### src/rtl/ysyx_22050019_pipe_reg.sv
// ysyx_22050019_pipe_reg: pipeline-stage register with a valid/ready handshake,
// a synchronous flush and an optional 2-entry skid buffer.
//   clk        : clock, every state update happens on posedge
//   rst_n      : synchronous reset, active-HIGH despite the legacy name
//   flush      : drop every held beat at the next edge
//   in_valid / in_ready / in_data    : upstream side
//   out_valid / out_ready / out_data : downstream side (out_data = oldest beat)
//   count      : beats held (0..2 with SKID=1, 0..1 with SKID=0)
module ysyx_22050019_pipe_reg #(
  parameter int unsigned   DW        = 32,
  parameter logic [DW-1:0] RESET_VAL = '0,
  parameter int unsigned   SKID      = 1
) (
  input  logic          clk,
  input  logic          rst_n,
  input  logic          flush,
  input  logic          in_valid,
  output logic          in_ready,
  input  logic [DW-1:0] in_data,
  output logic          out_valid,
  input  logic          out_ready,
  output logic [DW-1:0] out_data,
  output logic [1:0]    count
);

  // State encoding doubles as the beat count.
  localparam logic [1:0] ST_EMPTY = 2'd0;
  localparam logic [1:0] ST_ONE   = 2'd1;
  localparam logic [1:0] ST_FULL  = 2'd2;

  logic [1:0]    state_q, state_d;
  logic [DW-1:0] main_q, main_d;
  logic [DW-1:0] skid_q, skid_d;
  logic          in_ready_q, in_ready_d;
  logic          fire_in, fire_out;

  assign out_valid = (state_q != ST_EMPTY);
  assign out_data  = main_q;
  assign count     = state_q;

  // Skid variant takes ready from a flop (no out_ready->in_ready path); the
  // single-entry variant needs the combinational pass-through for full rate.
  // Both are masked while reset is held.
  assign in_ready = ((SKID != 0) ? in_ready_q : (~out_valid | out_ready)) & ~rst_n;

  assign fire_in  = in_valid & in_ready;
  assign fire_out = out_valid & out_ready;

  // Next-state and data-load logic; flush overrides the handshake.
  always_comb begin
    state_d = state_q;
    main_d  = main_q;
    skid_d  = skid_q;
    if (flush) begin
      state_d = ST_EMPTY;
    end else begin
      case (state_q)
        ST_EMPTY: begin
          if (fire_in) begin
            main_d  = in_data;
            state_d = ST_ONE;
          end
        end
        ST_ONE: begin
          if (fire_in) begin
            // Without a skid entry, accepting in ONE implies a same-cycle drain.
            if (fire_out || (SKID == 0)) begin
              main_d = in_data;
            end else begin
              skid_d  = in_data;
              state_d = ST_FULL;
            end
          end else if (fire_out) begin
            state_d = ST_EMPTY;
          end
        end
        ST_FULL: begin
          if (fire_out) begin
            main_d  = skid_q;
            state_d = ST_ONE;
          end
        end
        default: state_d = ST_EMPTY;
      endcase
    end
    in_ready_d = (state_d != ST_FULL);
  end

  // State registers; reset leaves in_ready_q high so the stage accepts in
  // the first cycle after release (the output is masked during reset).
  always_ff @(posedge clk) begin
    if (rst_n) begin
      state_q    <= ST_EMPTY;
      main_q     <= RESET_VAL;
      skid_q     <= RESET_VAL;
      in_ready_q <= 1'b1;
    end else begin
      state_q    <= state_d;
      main_q     <= main_d;
      skid_q     <= skid_d;
      in_ready_q <= in_ready_d;
    end
  end

endmodule

### config.mk
export PLATFORM = sky130hd
export DESIGN_NAME = ysyx_22050019_pipe_reg
export DESIGN_NICKNAME = d
export VERILOG_FILES = /design/src/rtl/ysyx_22050019_pipe_reg.sv
export SDC_FILE = /design/constraint.sdc
export NUM_CORES = 1
export LEC_CHECK = 0
export CAP_MARGIN = 20
export CORE_MARGIN = 5
export CORE_UTILIZATION = 35
export DETAILED_ROUTE_END_ITERATION = 12
export PLACE_DENSITY_LB_ADDON = 0.15
export SLEW_MARGIN = 15
export SYNTH_ARGS = -nofsm -noshare
export SYNTH_HDL_FRONTEND = slang
export SYNTH_SLANG_ARGS = --single-unit
export TNS_END_PERCENT = 10
### constraint.sdc
create_clock -name clk -period 2.4 [get_ports clk]
set_input_delay 0.48 -clock clk [delete_from_list [all_inputs] [get_ports clk]]
set_output_delay 0.48 -clock clk [all_outputs]
set_load 0.02 [all_outputs]
==> results of run 1 <==
==> logic make-up after synthesis <==
logic type             Yosys count
and+or+nand+nor                113
DFF                             67
muxes                           64
AOI/OAI and AO/OA               40
buffers and inverters           32
==> synthesized netlist by cell type <==
| master | count | share of area |
|---|---|---|
| a2111o_1 | 1 | 0.0035 |
| a2111oi_4 | 1 | 0.0085 |
| a21boi_0 | 1 | 0.0023 |
| a21oi_1 | 1 | 0.0015 |
| and3b_1 | 1 | 0.0027 |
| buf_1 | 2 | 0.0023 |
| buf_2 | 4 | 0.0062 |
| buf_6 | 4 | 0.014 |
| clkbuf_1 | 19 | 0.022 |
| dfxtp_1 | 67 | 0.41 |
| inv_1 | 1 | 0.0012 |
| inv_2 | 2 | 0.0023 |
| mux2_2 | 6 | 0.021 |
| mux2_4 | 20 | 0.093 |
| mux2i_1 | 38 | 0.12 |
| nand2_1 | 45 | 0.052 |
| nand2b_1 | 1 | 0.0019 |
| nand3_1 | 1 | 0.0015 |
| nand3b_1 | 1 | 0.0023 |
| nor2_1 | 1 | 0.0012 |
| nor2_4 | 1 | 0.0035 |
| nor2b_1 | 28 | 0.054 |
| nor3_1 | 1 | 0.0015 |
| o211ai_1 | 32 | 0.074 |
| o21a_1 | 1 | 0.0023 |
| o21ai_0 | 1 | 0.0015 |
| o221ai_1 | 1 | 0.0027 |
| o22ai_1 | 1 | 0.0019 |
| or3b_2 | 32 | 0.086 |
| or4_1 | 1 | 0.0023 |
==> power breakdown <==
| group | total [mW] | switching, mW | internal, mW |
|---|---|---|---|
| Combinational | 0.273 | 0.129 | 0.143 |
| Sequential | 1.15 | 0.0126 | 1.14 |
| Clock | 0.802 | 0.409 | 0.393 |
| Total | 2.22 | 0.551 | 1.67 |
==> per-stage QoR <==
step                worst slack, ns  hold slack [ns]  area, um2
floorplan                     0.570            0.430       3240
global placement              0.113            0.438       4170
detailed placement            0.104            0.445       4170
CTS                          0.0506            0.457       4330
global route                  0.108            0.480       4330
finish                        0.155            0.455       4330
==> final cells by class <==
cell class | count | share of cell area
sequential | 67 | 0.310
multi-input combinational | 217 | 0.409
timing repair buffer | 90 | 0.209
inverter | 3 | 0.00260
tap | 111 | 0.0321
clock inverter | 3 | 0.00347
clock buffer | 12 | 0.0335
==> state kept, by name (all words and copies together), names as in the netlist <==
name,count
count,2
in_ready_q,1
out_data,32
skid_q,32
==> path summary, 6_finish.rpt <==
kind                end  slack, ns  cells after the start
max reg2reg  skid_q[28]       0.57                      5
max            in_ready       0.16                      3
min reg2reg   skid_q[9]       0.45                      2
min           skid_q[9]       0.45                      2
==> critical path, stage by stage <==
cell and delay, ns:
clkdlybuf4s50_1 0.48, nor2b_1 0.18, clkdlybuf4s50_1 0.63
==> layer usage <==
metal  GRT usage  vias up  part of all wire
met4      0.0527        0             0.013
met3      0.0346        8             0.051
met1       0.193     1138              0.50
li1            -     1255                 -
met2       0.224       64              0.44
met5           0        -                 0
==> impl_metrics.ini, run 1 <==
[run_status]
status = finished clean

[worst_setup_path]
path_max_fanout = 4
r2r-start = count[1]
critical_path.startpoint_type = input port
cp.required_ns = 1.92
crit_type = input port to primary output
end_kind = primary output
worstSetupStartpoint = rst_n
crit_arrival_ns = 1.76

[worst_hold_path]
hp-class = flip-flop to flip-flop
hold_path.startpoint = skid_q[9]

[detailed_routing]
routed_wl_um = 7750
drc = 0
wl_per_cell_um = 15.4
detail-route-antenna-nets = 0
drt_iter0_markers = 56
firstDrtPassIters = 4
vias = 2465
vias_per_cell = 4.90

[clock_tree]
cts_setup_buffers = 0
clkTransAtPathRegs_ns = 0.07
holdBufCountCts = 0
ctsResizeCount = 0
cts.sinks = 67
clk-insertion-delay-late_ns = 0.34
cts_htree_levels = 3
clockRootBuffer = clkbuf_8
clockBufferDepth = 2
cts_tree = yes
numCtsBuffers = 9

[synth]
yosys.area_share.simple = 0.209
synth_fa_ha_area_frac = 0
synth_cell_types = 30
synth_xor_area_frac = 0
syn_nets = 353
ys_ff_latch = 67
synthMuxAreaShare = 0.231
syn_area_per_cell_um2 = 10.3
yosysSeqAreaShare = 0.414
synth_cells = 316
synth-compound-area-share = 0.0984
syn_area_um2 = 3240
synth_warnings = 0
synth_top_family_by_area = multiplexers

[finish]
diodes = 0
multiInputGateArea_um2 = 1770
layout-drive-gt1-share = 0.250
layout_common_cells = 72 x clkdlybuf4s50_1, 65 x dfxtp_1, 45 x nand2_1, 38 x mux2i_1
fill_cells = 890
ff_latch_area_um2 = 1340
area_growth_pct = 33.6
final_common_cell = clkdlybuf4s50_1
fin_util = 0.473
fin_cells = 503
fin_nets = 425

[sta]
finalSetupTns_ns = 0
finalSetupViolCount = 0
slew_headroom = 0.701
rsz0062_at_grt = no
skew_ns = 0.00887
hold_viol = 0
min_period_ns = 2.24
finalMaxSlewViolations = 0
worstMarginPinSlew_ns = 0.449
fmax_mhz = 445
period_share = 0.935

[global_route]
grt_pass1_vias = 2635
grt_pass1_wl_um = 13100
grt_start_max_net_pins = 42
track_usage = 0.144
overflow = 0
grt_antenna_before_repair = 0

[floorplan]
start_util = 0.354
fp.dieW_um = 106
io_pins = 73
dieArea_um2 = 11300
die_h_um = 106
core_um2 = 9150
num_rows = 35

[placed_design]
place_congestion = 0.735
dpl.cell_count = 488
hpwl_um = 5360
io_buffers = 72

[power_and_ir_drop]
power_density_nw_per_um2 = 513
power_mw = 2.22
leakagePower_nw = 1.79
ir_worst_vdd_mv = 0.295

[run]
drv_cap = 0
Power figures use the tool's default switching activity.
==> run 2, diff against run 1 <==
--- a/config.mk
+++ b/config.mk
@@ -6,7 +6,6 @@
 export NUM_CORES = 1
 export LEC_CHECK = 0
 export CAP_MARGIN = 20
-export CORE_MARGIN = 5
 export CORE_UTILIZATION = 35
 export DETAILED_ROUTE_END_ITERATION = 12
 export PLACE_DENSITY_LB_ADDON = 0.15
==> run 2 against run 1 <==
Net effect:
- the run now ends with design-rule violations left
- combinational power about the same
- routed wire length shrank 4.7%
- worst setup slack lost 0.036 ns
- die area shrank 14%
- worst hold slack improved by 0.00051 ns
- utilization increased by 1.5 points
- register-to-register slack worse by 0.08 ns
- flip-flop and latch count is the same
- critical endpoint is now out_valid
- clock-buffer cell count increased by 1
- first-iteration DRC count increased by 68%
- critical path type is now flip-flop to primary output
- global-route usage up 1.8 points
- clock power down 2%
==> impl_metrics.ini, run 2 (synthesized netlist as in run 1, its figures left out) <==
[sta]
period_share = 0.950
hold_viol = 0
rsz0062_at_grt = no
fmax_mhz = 439
fin_ws_ns = 0.120
finalSetupTns_ns = 0
skew_ns = 0.00781
finalMaxSlewViolations = 0
slew_headroom = 0.675
min_period_ns = 2.28
finalSetupViolCount = 0
worstMarginPinSlew_ns = 0.487

[floorplan]
core_um2 = 8850
num_rows = 34
fp.dieW_um = 98.3
die_h_um = 98.3
dieArea_um2 = 9660
io_pins = 73
start_util = 0.367

[run_status]
status = finished, violations left
failed_checks = design-rule violations

[worst_setup_path]
critPathSlowestCell = dfxtp_1
path_max_fanout = 14
cp.required_ns = 1.92
critical_path.startpoint_type = flip-flop
crit_arrival_ns = 1.80
crit_type = flip-flop to primary output
cp_slowest_stage_delay_ns = 0.63
worstPathCellList = nor2_4 -> inv_2 -> clkdlybuf4s50_1
end_kind = primary output

[placed_design]
io_buffers = 72
hpwl_um = 4960
place_congestion = 0.778
post-place-ws_ns = 0.122
placed_area_um2 = 4170

[global_route]
grt_pass1_wl_um = 12300
grt_pass1_vias = 2444
grt_start_max_net_pins = 35
track_usage = 0.161
overflow = 0
grt_antenna_before_repair = 0

[finish]
layout_common_cells = 72 x clkdlybuf4s50_1, 67 x dfxtp_1, 45 x nand2_1, 38 x mux2i_1
layout-drive-gt1-share = 0.240
final_cell_area_um2 = 4330
final_common_cell = clkdlybuf4s50_1
diodes = 0
fin_nets = 424
area_growth_pct = 33.4

[clock_tree]
clockBufferDepth = 2
clkTransAtPathRegs_ns = 0.07
cts.sinks = 67
holdBufCountCts = 0
ctsResizeCount = 0
clk-insertion-delay-late_ns = 0.34
numCtsBuffers = 9
cts_tree = yes
clockRootBuffer = clkbuf_8
cts_htree_levels = 3
cts_setup_buffers = 0

[detailed_routing]
routed_wl_um = 7380
drt_iter0_markers = 94
vias = 2447
firstDrtPassIters = 8
detail-route-antenna-nets = 0
wl_per_cell_um = 14.8
drc = 6
vias_per_cell = 4.89

[power_and_ir_drop]
leakagePower_nw = 1.78
power_mw = 2.20
ir_worst_vdd_mv = 0.255
power_density_nw_per_um2 = 509

[worst_hold_path]
hp-class = flip-flop to flip-flop

[run]
drv_cap = 0
-- run 2: cell count changes in the layout (fill, tap and decap cells not counted) --
cell / delta
buf_4: -2
clkbuf_8: -1
clkbuf_1: +2
buf_12: +1
dfxtp_1: +2
dfxtp_2: -2
-- run 2: per-stage QoR --
stage               cells  hold slack (ns)  utilization
floorplan             316            0.430            -
global placement      484            0.438        0.471
detailed placement    484            0.449        0.471
CTS                   500            0.460        0.489
global route          500            0.478        0.489
finish                500            0.455        0.489
-- run 2: cell type report --
type                    count  area, um2
clock buffers              13        139
clock inverters             3       15.0
fillers                   849       4520
inverters                   3       11.3
multi-input cells         217       1770
flip-flops and latches     67       1340
well taps                 108        135
repair buffers             89        911
-- run 2: path summary, 6_finish.rpt --
kind,depth (start not counted),endpoint,slack [ns],start
setup / recovery,3,out_valid,0.12,count[1]
hold / removal,2,skid_q[23],0.46,skid_q[23]
setup reg to reg,5,skid_q[22],0.49,count[1]
hold reg to reg,2,skid_q[23],0.46,skid_q[23]
-- run 2: worst max-delay path, delay by kind of cell (launching register included) --
family / cells / cell delay (ns)
buf+inv: 2 / 0.73
flops: 1 / 0.63
simple gates: 1 / 0.11
-- run 2: per-layer routing --
| layer | up-vias | wire, um | track usage | share of wire |
|---|---|---|---|---|
| met5 | - | 0 | 0 | 0 |
| met4 | 0 | 89 | 0.0517 | 0.012 |
| met2 | 58 | 3370 | 0.259 | 0.46 |
| met1 | 1127 | 3570 | 0.213 | 0.48 |
| li1 | 1254 | - | - | - |
| met3 | 8 | 353 | 0.0401 | 0.048 |
-- run 2: power breakdown --
part           internal (mW)  switching (mW)
Sequential              1.14          0.0119
Clock                  0.372           0.412
Combinational          0.144           0.128
Total                   1.65           0.552
